===== config.mk =====
export PLATFORM = sky130hd
export DESIGN_NAME = hack_bus_ctrl_flat
export DESIGN_NICKNAME = d
export VERILOG_FILES = /design/src/rtl/hack_bus_pkg.sv /design/src/rtl/hack_bus_ctrl_if.sv /design/src/rtl/hack_bus_timeout_ctr.sv /design/src/rtl/hack_bus_ctrl.sv /design/src/flat_wrapper.sv
export SDC_FILE = /design/constraint.sdc
export NUM_CORES = 1
export LEC_CHECK = 0
export ABC_AREA = 1
export CAP_MARGIN = 30
export CORE_MARGIN = 1
export CORE_UTILIZATION = 40
export CTS_CLUSTER_SIZE = 16
export DETAILED_ROUTE_END_ITERATION = 8
export PLACE_DENSITY = 0.76
export SYNTH_ARGS = -nofsm -noshare
export SYNTH_HDL_FRONTEND = slang
export SYNTH_SLANG_ARGS = --single-unit

===== constraint.sdc =====
create_clock -name clk -period 1.7 [get_ports clk]
set_input_delay 0.51 -clock clk [delete_from_list [all_inputs] [get_ports clk]]
set_output_delay 0.51 -clock clk [all_outputs]
set_load 0.02 [all_outputs]

===== src/rtl/hack_bus_pkg.sv =====
// Shared definitions for the Hack bus transaction sequencer.
// Slave-select codes match the upstream address decoder.
package hack_bus_pkg;

    localparam int DEF_DATA_W = 16;
    localparam int DEF_RAM_AW = 14;

    localparam logic [2:0] SEL_RAM  = 3'b000;
    localparam logic [2:0] SEL_IO   = 3'b010;
    localparam logic [2:0] SEL_NONE = 3'b100;

    typedef enum logic [2:0] {
        ST_IDLE,
        ST_RAM_ACC,
        ST_RAM_CAP,
        ST_IO_WAIT,
        ST_RESP
    } state_t;

endpackage


===== src/rtl/hack_bus_ctrl_if.sv =====
// CPU, RAM and IO signal bundle around the bus controller.
// master = the controller, slave = the CPU/slave environment.
interface hack_bus_ctrl_if
    import hack_bus_pkg::*;
#(
    parameter int DATA_W = DEF_DATA_W,
    parameter int RAM_AW = DEF_RAM_AW
);
    logic              cpu_req;
    logic              cpu_we;
    logic [15:0]       cpu_addr;
    logic [DATA_W-1:0] cpu_wdata;
    logic [2:0]        slave_sel;
    logic              cpu_ack;
    logic [DATA_W-1:0] cpu_rdata;
    logic              bus_err;

    logic              ram_en;
    logic              ram_we;
    logic [RAM_AW-1:0] ram_addr;
    logic [DATA_W-1:0] ram_wdata;
    logic [DATA_W-1:0] ram_rdata;

    logic              io_en;
    logic              io_we;
    logic [DATA_W-1:0] io_wdata;
    logic [DATA_W-1:0] io_rdata;
    logic              io_ready;

    modport master (
        input  cpu_req, cpu_we, cpu_addr, cpu_wdata, slave_sel,
        output cpu_ack, cpu_rdata, bus_err,
        output ram_en, ram_we, ram_addr, ram_wdata,
        input  ram_rdata,
        output io_en, io_we, io_wdata,
        input  io_rdata, io_ready
    );

    modport slave (
        output cpu_req, cpu_we, cpu_addr, cpu_wdata, slave_sel,
        input  cpu_ack, cpu_rdata, bus_err,
        input  ram_en, ram_we, ram_addr, ram_wdata,
        output ram_rdata,
        input  io_en, io_we, io_wdata,
        output io_rdata, io_ready
    );

endinterface


===== src/rtl/hack_bus_timeout_ctr.sv =====
// Saturating 8-bit wait counter; expired flags the cycle whose
// count would reach the limit.
module hack_bus_timeout_ctr (
    input  logic       clk,
    input  logic       reset,
    input  logic       i_clear,
    input  logic       i_en,
    input  logic [7:0] i_limit,
    output logic       o_expired
);

    logic [7:0] r_cnt;
    logic [8:0] w_next;

    assign w_next    = {1'b0, r_cnt} + 9'd1;
    assign o_expired = i_en && (w_next >= {1'b0, i_limit});

    always_ff @(posedge clk) begin
        if (reset || i_clear) begin
            r_cnt <= '0;
        end else if (i_en && (r_cnt != 8'hFF)) begin
            r_cnt <= r_cnt + 8'd1;
        end
    end

endmodule


===== src/rtl/hack_bus_ctrl.sv =====
// Hack bus sequencer: runs one req/ack transaction to RAM or IO
// per CPU request, flagging unmapped selects and IO timeouts.
module hack_bus_ctrl
    import hack_bus_pkg::*;
#(
    parameter int DATA_W     = DEF_DATA_W,
    parameter int RAM_AW     = DEF_RAM_AW,
    parameter int IO_TIMEOUT = 255
) (
    input  logic            clk,
    input  logic            reset,
    hack_bus_ctrl_if.master bus
);

    state_t            r_state;
    logic              r_we;
    logic              r_io_done;
    logic              r_err;
    logic [DATA_W-1:0] r_cap;

    logic              r_cpu_ack;
    logic              r_bus_err;
    logic [DATA_W-1:0] r_cpu_rdata;
    logic              r_ram_en;
    logic              r_ram_we;
    logic [RAM_AW-1:0] r_ram_addr;
    logic [DATA_W-1:0] r_ram_wdata;
    logic              r_io_en;
    logic              r_io_we;
    logic [DATA_W-1:0] r_io_wdata;

    logic w_sel_ram;
    logic w_sel_io;
    logic w_tmo_clr;
    logic w_tmo_en;
    logic w_tmo_exp;

    assign w_sel_ram = (bus.slave_sel == SEL_RAM);
    assign w_sel_io  = (bus.slave_sel == SEL_IO);
    assign w_tmo_clr = (r_state == ST_IDLE);
    assign w_tmo_en  = (r_state == ST_IO_WAIT) && !r_io_done;

    hack_bus_timeout_ctr u_tmo (
        .clk       (clk),
        .reset     (reset),
        .i_clear   (w_tmo_clr),
        .i_en      (w_tmo_en),
        .i_limit   (8'(IO_TIMEOUT)),
        .o_expired (w_tmo_exp)
    );

    always_ff @(posedge clk) begin
        if (reset) begin
            r_state     <= ST_IDLE;
            r_we        <= 1'b0;
            r_io_done   <= 1'b0;
            r_err       <= 1'b0;
            r_cap       <= '0;
            r_cpu_ack   <= 1'b0;
            r_bus_err   <= 1'b0;
            r_cpu_rdata <= '0;
            r_ram_en    <= 1'b0;
            r_ram_we    <= 1'b0;
            r_ram_addr  <= '0;
            r_ram_wdata <= '0;
            r_io_en     <= 1'b0;
            r_io_we     <= 1'b0;
            r_io_wdata  <= '0;
        end else begin
            r_cpu_ack   <= 1'b0;
            r_bus_err   <= 1'b0;
            r_cpu_rdata <= '0;
            unique case (r_state)
                ST_IDLE: begin
                    if (bus.cpu_req) begin
                        r_we <= bus.cpu_we;
                        unique case (1'b1)
                            w_sel_ram: begin
                                r_ram_en    <= 1'b1;
                                r_ram_we    <= bus.cpu_we;
                                r_ram_addr  <= bus.cpu_addr[RAM_AW-1:0];
                                r_ram_wdata <= bus.cpu_wdata;
                                r_state     <= ST_RAM_ACC;
                            end
                            w_sel_io: begin
                                r_io_en    <= 1'b1;
                                r_io_we    <= bus.cpu_we;
                                r_io_wdata <= bus.cpu_wdata;
                                r_io_done  <= 1'b0;
                                r_state    <= ST_IO_WAIT;
                            end
                            default: begin
                                // unmapped or illegal code: no strobe
                                r_cpu_ack <= 1'b1;
                                r_bus_err <= 1'b1;
                                r_state   <= ST_RESP;
                            end
                        endcase
                    end
                end
                ST_RAM_ACC: begin
                    r_ram_en <= 1'b0;
                    r_ram_we <= 1'b0;
                    r_state  <= ST_RAM_CAP;
                end
                ST_RAM_CAP: begin
                    r_cpu_ack   <= 1'b1;
                    r_cpu_rdata <= r_we ? '0 : bus.ram_rdata;
                    r_state     <= ST_RESP;
                end
                ST_IO_WAIT: begin
                    // completion is captured first, acked next cycle
                    if (r_io_done) begin
                        r_cpu_ack   <= 1'b1;
                        r_cpu_rdata <= r_cap;
                        r_bus_err   <= r_err;
                        r_io_done   <= 1'b0;
                        r_state     <= ST_RESP;
                    end else if (bus.io_ready) begin
                        r_io_en   <= 1'b0;
                        r_io_we   <= 1'b0;
                        r_cap     <= r_we ? '0 : bus.io_rdata;
                        r_err     <= 1'b0;
                        r_io_done <= 1'b1;
                    end else if (w_tmo_exp) begin
                        r_io_en   <= 1'b0;
                        r_io_we   <= 1'b0;
                        r_cap     <= '0;
                        r_err     <= 1'b1;
                        r_io_done <= 1'b1;
                    end
                end
                ST_RESP: begin
                    r_state <= ST_IDLE;
                end
                default: begin
                    r_state <= ST_IDLE;
                end
            endcase
        end
    end

    assign bus.cpu_ack   = r_cpu_ack;
    assign bus.bus_err   = r_bus_err;
    assign bus.cpu_rdata = r_cpu_rdata;
    assign bus.ram_en    = r_ram_en;
    assign bus.ram_we    = r_ram_we;
    assign bus.ram_addr  = r_ram_addr;
    assign bus.ram_wdata = r_ram_wdata;
    assign bus.io_en     = r_io_en;
    assign bus.io_we     = r_io_we;
    assign bus.io_wdata  = r_io_wdata;

endmodule


===== src/flat_wrapper.sv =====
// flat-port wrapper written by rule: the top's interface ports become plain ports
module hack_bus_ctrl_flat import hack_bus_pkg::*;
#(
    parameter int DATA_W     = DEF_DATA_W,
    parameter int RAM_AW     = DEF_RAM_AW,
    parameter int IO_TIMEOUT = 255
)
  (clk, reset, bus_cpu_req, bus_cpu_we, bus_cpu_addr, bus_cpu_wdata, bus_slave_sel, bus_cpu_ack, bus_cpu_rdata, bus_bus_err, bus_ram_en, bus_ram_we, bus_ram_addr, bus_ram_wdata, bus_ram_rdata, bus_io_en, bus_io_we, bus_io_wdata, bus_io_rdata, bus_io_ready);
  hack_bus_ctrl_if #(.DATA_W(DATA_W), .RAM_AW(RAM_AW)) bus_i ();
  input  logic clk;
  input  logic reset;
  input wire logic [$bits(bus_i.cpu_req)-1:0] bus_cpu_req;
  input wire logic [$bits(bus_i.cpu_we)-1:0] bus_cpu_we;
  input wire logic [$bits(bus_i.cpu_addr)-1:0] bus_cpu_addr;
  input wire logic [$bits(bus_i.cpu_wdata)-1:0] bus_cpu_wdata;
  input wire logic [$bits(bus_i.slave_sel)-1:0] bus_slave_sel;
  output wire logic [$bits(bus_i.cpu_ack)-1:0] bus_cpu_ack;
  output wire logic [$bits(bus_i.cpu_rdata)-1:0] bus_cpu_rdata;
  output wire logic [$bits(bus_i.bus_err)-1:0] bus_bus_err;
  output wire logic [$bits(bus_i.ram_en)-1:0] bus_ram_en;
  output wire logic [$bits(bus_i.ram_we)-1:0] bus_ram_we;
  output wire logic [$bits(bus_i.ram_addr)-1:0] bus_ram_addr;
  output wire logic [$bits(bus_i.ram_wdata)-1:0] bus_ram_wdata;
  input wire logic [$bits(bus_i.ram_rdata)-1:0] bus_ram_rdata;
  output wire logic [$bits(bus_i.io_en)-1:0] bus_io_en;
  output wire logic [$bits(bus_i.io_we)-1:0] bus_io_we;
  output wire logic [$bits(bus_i.io_wdata)-1:0] bus_io_wdata;
  input wire logic [$bits(bus_i.io_rdata)-1:0] bus_io_rdata;
  input wire logic [$bits(bus_i.io_ready)-1:0] bus_io_ready;
  assign bus_i.cpu_req = bus_cpu_req;
  assign bus_i.cpu_we = bus_cpu_we;
  assign bus_i.cpu_addr = bus_cpu_addr;
  assign bus_i.cpu_wdata = bus_cpu_wdata;
  assign bus_i.slave_sel = bus_slave_sel;
  assign bus_cpu_ack = bus_i.cpu_ack;
  assign bus_cpu_rdata = bus_i.cpu_rdata;
  assign bus_bus_err = bus_i.bus_err;
  assign bus_ram_en = bus_i.ram_en;
  assign bus_ram_we = bus_i.ram_we;
  assign bus_ram_addr = bus_i.ram_addr;
  assign bus_ram_wdata = bus_i.ram_wdata;
  assign bus_i.ram_rdata = bus_ram_rdata;
  assign bus_io_en = bus_i.io_en;
  assign bus_io_we = bus_i.io_we;
  assign bus_io_wdata = bus_i.io_wdata;
  assign bus_i.io_rdata = bus_io_rdata;
  assign bus_i.io_ready = bus_io_ready;
  hack_bus_ctrl #(.DATA_W(DATA_W), .RAM_AW(RAM_AW), .IO_TIMEOUT(IO_TIMEOUT)) u_core (.clk(clk), .reset(reset), .bus(bus_i));
endmodule

---- After elaboration in Yosys (flattened, before gate mapping) ----
Cells that the tools add are included.
Widths: inputs -> output; s select.
cells by class
  $add $sub $neg .......................... 2
  $lt $le $gt $ge ......................... 1
  equal/unequal tests ..................... 11
  multiplexer cells ....................... 39
  bitwise logic cells ..................... 1
  reductions and logical operators ........ 19
operators by type and width
  cell                 number
  $mux 16              5
  $pmux 16 s2          1
  $mux 1               22
  $reduce_and 3->1     5
  $pmux 1 s2           6
  $pmux 3 s4           1
  $add 8x1->9 const B  1
  $eq 3x2->1 const B   3
  $ge 9x8->1 const B   1
  $add 8x1->8 const B  1
  $ne 8x8->1 const B   1
  $logic_not 3->1      2
  $mux 3               2
  $ne 2x1->1 const B   3
  $pmux 3 s2           1
  $reduce_bool 2->1    3
  $reduce_and 5->1     1
  $ne 2x2->1 const B   2
  $reduce_and 2->1     2
  $eq 3x1->1 const B   1
  $logic_and 1x1->1    3
  $ne 3x3->1 const B   1
  $pmux 1 s3           1
  $reduce_or 2->1      1
  3 further kinds      3
word-level totals
  flip-flop bits (word level) ............. 98
  input port bits ......................... 72
  output and inout port bits .............. 68
  word-level logic and storage cells ...... 89

---- Longest topological paths before layout ----
  depth after elaboration ................. 7
  gate-level depth with buffers ........... 14
  mapped depth without buffers ............ 14

---- Modules after synthesis ----
From an unflattened synthesis, not the netlist that was laid out.
unflattened totals
  cells, all modules ...................... 512
  area, all modules ....................... 3,926.3 um^2
by module, submodules not included
  module                times used  cells each  area an instance (um^2)  sequential area each (um^2)
  hack_bus_ctrl         1           422         3,293.2                  1,801.7
  hack_bus_timeout_ctr  1           90          633.1                    160.2

---- Worst setup path before layout ----
OpenSTA, ideal clock, no wires.
  path type ............................... reg-to-reg
  start point ............................. register u_core.u_tmo.r_cnt[0]
  end point ............................... register u_core.r_cap[10]
  setup time .............................. 71 ps
  data arrival time ....................... 1,672 ps
  data required time ...................... 1,629 ps
  setup slack ............................. -43 ps
  stages on the path, launching flop included .. 15
  path buffers ............................ 1
  period minus slack after synthesis ...... 1,743 ps
  path through ............................ dfxtp_1 > inv_1 > ha_1 > nor2_1 > nor2_1 > nor2_1 > nand3_1 > nor2_1 > nand2_1 > nand2_2 > nand2_4 > inv_6 > buf_12 > nand3_2 > a21oi_2
between the ends
  word-level cells in the longest chain between the ends .. 5
RTL lines
  element                             RTL line                    source
  from (decl)                         hack_bus_timeout_ctr.sv:12  logic [7:0] r_cnt;
  from (signal assigned)              hack_bus_timeout_ctr.sv:22  r_cnt <= r_cnt + 8'd1;
  $add 8x1->9                         hack_bus_timeout_ctr.sv:15  assign w_next = {1'b0, r_cnt} + 9'd1;
  named net u_core.u_tmo.w_next[0]    hack_bus_timeout_ctr.sv:13  logic [8:0] w_next;
  $ge 9x8->1                          hack_bus_timeout_ctr.sv:16  assign o_expired = i_en && (w_next >= {1'b0, i_limit});
  $logic_and 1x1->1                   hack_bus_timeout_ctr.sv:16
  $reduce_bool 2->1 (no source line)  -
  $reduce_and 3->1 (no source line)   -
  to (signal assigned)                hack_bus_ctrl.sv:122        r_cap <= r_we ? '0 : bus.io_rdata;
  to (decl)                           hack_bus_ctrl.sv:19         logic [DATA_W-1:0] r_cap;
The timed path passes the listed nets, and every way through them passes these cells.
A chain may end at the register's enable or synchronous reset.

---- Worst setup path after layout ----
  start point ............................. register u_core.u_tmo.r_cnt[1]
  end point ............................... register u_core.r_cap[10]
between the ends
  word-level cells in the longest chain between the ends .. 5
RTL lines
  element                             RTL line
  $add 8x1->9                         hack_bus_timeout_ctr.sv:15
  $ge 9x8->1                          hack_bus_timeout_ctr.sv:16
  $logic_and 1x1->1                   hack_bus_timeout_ctr.sv:16
  $reduce_bool 2->1 (no source line)  -
  $reduce_and 3->1 (no source line)   -
Every way passes these cells.

==> impl_metrics.yaml <==
power:
  p_switching_mw: 1.48
  power_frac_comb: 0.194
  power.share.clock: 0.329
  switching_share: 0.283
  report.power.total_mw: 5.23
  pwr-share-seq: 0.477
  powerDensity_mw_per_mm2: 891
  p_int_mw: 3.75
  p_leak_nw: 2.61
  vdd_drop_max_v: 0.000557
die:
  start_util: 0.411
  core-area_mm2: 0.00915
  die_y_um: 99.0
  design.die.area_mm2: 0.00979
  num_rows: 35
  die_w_um: 99.0
  ios: 140
synth:
  synth-compound-area-share: 0.161
  synth_most_common_cell: "nor2_1"
  synth_top_family_by_area: "simple AND/OR/NAND/NOR gates"
  synth_fa_ha_area_frac: 0.00666
  synth_cell_types: 28
  yosysSeqAreaShare: 0.522
  yosys-top-cells-area: "dfxtp_1 (52%), nor2_1 (13%), o21ai_0 (6.4%), nand2_1 (5.0%), a22oi_1 (3.2%)"
  yosys.area_share.xor_xnor: 0
  yosys.area.top_type: "dfxtp_1"
  syn_area_mm2: 0.00376
  synth.top_cells.by_count: "nor2_1 (128), dfxtp_1 (98), nand2_1 (50)"
  ys.flop_type: "dfxtp_1"
  async_flop_share: 0
  synth-simple-area-share: 0.252
  synth_top_area_frac: 0.522
  synth_edf_count: 0
  postSynthCellCount: 471
  synth_seq_cells: 98
  avgSynthCellArea_um2: 7.98
  muxShareOfSynthArea: 0
  yosysWarnings: 0
  syn_nets: 545
sta:
  worst_slack_ps: -119
  worst_clock_skew_ps: 16.8
  hold_viol_final: 0
  rsz0062_at_grt: "yes"
  fmax_ghz: 0.550
  min_period_over_period: 1.07
  fin_tns_setup_ps: -2070
  tightest_slew_ps: 543
  drv_slew: 0
  setup_viol: 21
  max_slew_margin: 0.637
  hold-worst-slack_ps: 402
  fin_crit_ps: 1820
critical_path:
  critPathMaxFanout: 8
  end_kind: "flip-flop"
  cp.required_ps: 1940
  startpoint: "u_core.u_tmo.r_cnt[1]"
  startpoint_type: "flip-flop"
  reg2reg_from: "u_core.u_tmo.r_cnt[1]"
  r2r_cells: 13
  worstSetupPathType: "flip-flop to flip-flop"
  critPathArrivalTime_ps: 2060
global_route:
  grt.total_usage: 0.225
  grt_pass1_vias: 3822
  grt_pass1_wl_um: 17600
  grt_start_max_net_pins: 47
  antenna_found_initial: 0
  gr-total-overflow: 0
cts:
  clk_path_buf_depth: 2
  cts_tree: "yes"
  cts_root_buf: "clkbuf_8"
  cts_made_buffers: 9
  insertion_delay_ps: 370
  clkSinkCount: 98
  h-tree-depth: 3
  clk_pin_slew_ps: 100
  cts_hold_buf: 0
drt:
  ant_nets: 0
  vias: 3874
  drt_iter0_drc: 181
  vias_per_cell: 5.10
  drcViolationCount: 0
  wire_per_inst_um: 14.7
  wl_um: 11200
  dr.pass1.iters: 4
final_layout:
  syn2layout_area_growth_pct: 56.1
  multiInputGateArea_mm2: 0.00170
  ff_latch_area_mm2: 0.00197
  num_antenna_cells: 0
  nNetsFinal: 717
  fill_cells: 779
  fin_util: 0.641
  drive_gt1_frac: 0.199
flow_run:
  max_cap_viol_count: 0
run_status:
  violations: "setup timing"
  status: "finished, violations left"
placed_design:
  dp_slack_ps: -455
  portBuffers: 137
  post-dp-hpwl_um: 7330
  gp_congestion: 0.808
hold_path:
  hp-class: "input pin to flip-flop"
  holdCritStartpoint: "reset"
  hold_depth: 2
registers in the layout, summed over array words and instances, names as in the netlist:
signal	flops
u_core.u_tmo.r_cnt	8
u_core.r_cap	16
u_core.bus.io_we	1
u_core.bus.bus_err	1
u_core.r_io_done	1
u_core.r_we	1
u_core.r_state	3
u_core.bus.ram_addr	14
u_core.bus.io_en	1
u_core.bus.cpu_rdata	16
u_core.bus.ram_en	1
u_core.r_err	1
u_core.bus.io_wdata	16
u_core.bus.ram_we	1
u_core.bus.cpu_ack	1
u_core.bus.ram_wdata	16
routing by layer:
metal,GRT usage,up-vias,part of all wire
met5,0,-,0
met3,0.0688,18,0.074
met2,0.409,130,0.51
met1,0.248,1839,0.40
met4,0.0804,0,0.017
li1,-,1887,-
placed cells by master, fill, tap and decap left out, drive strengths merged:
cell type,netlist,layout
a22oi,16,16
o21bai,2,2
nand2,53,53
a211oi,1,1
clkdlybuf4s50,0,66
clkinvlp,0,1
nand3,27,27
a21oi,31,31
inv,24,28
buf,10,47
ha,2,2
clkinv,0,2
nor3,3,3
dlygate4sd2,0,70
dfxtp,98,98
clkbuf,14,9
bufinv,0,2
o21ai,55,55
nand4,2,2
nor3b,1,1
nor2,132,132
final cells by class:
type,instances,share of cell area
flip-flops and latches,98,0.336
repair buffers,183,0.291
multi-input cells,325,0.290
well taps,111,0.0237
clock buffers,9,0.0211
clock inverters,7,0.0188
inverters,24,0.0171
repair inverters,2,0.00256
power by group through the flow:
stage	registers, mW	logic (mW)	clock network (mW)
2_1_floorplan	2.68	0.291	0
3_3_place_gp	2.54	0.946	0
3_5_place_dp	2.54	0.964	0
4_1_cts	2.49	0.983	1.74
5_1_grt	2.51	1.10	1.84
6_report	2.49	1.02	1.72
worst max-delay path, stage by stage (launching register included):
cell	delay, ps
dfxtp_2	410
ha_4	170
inv_1	40
nand2_1	60
nand2_1	70
nor2_1	120
nand3_1	110
nor2_1	130
nand2_1	80
nand2_2	110
nand2_8	110
buf_8	160
nand2_2	60
a21oi_2	50
final timing paths:
check | endpoint | slack [ps]
setup / recovery | u_core.r_cap[10] | -120
hold / removal | u_core.bus.io_en | 400
setup reg to reg | u_core.r_cap[10] | -120
hold reg to reg | u_core.r_cap[15] | 470
repair_timing:
action	in CTS	in global routing
setup endpoints to repair	119	59
pin swaps	19	14
endpoints found under the hold margin	0	0
resized for setup	110	18
cloned	5	0
buffers inserted	8	7
metrics by stage:
stage | instances | instance area (um2)
final | 759 | 5870
after global routing | 759 | 5870
after floorplan | 471 | 3760
after global placement | 722 | 5360
after detailed placement | 723 | 5370
after CTS | 752 | 5750
cell families after synthesis:
group                      count (synthesis)
and+or+nand+nor                          218
buffers and inverters                     48
adders and majority gates                  2
AOI/OAI and AO/OA                        105
DFF                                       98
No activity file was read; power rests on OpenSTA's default activity.
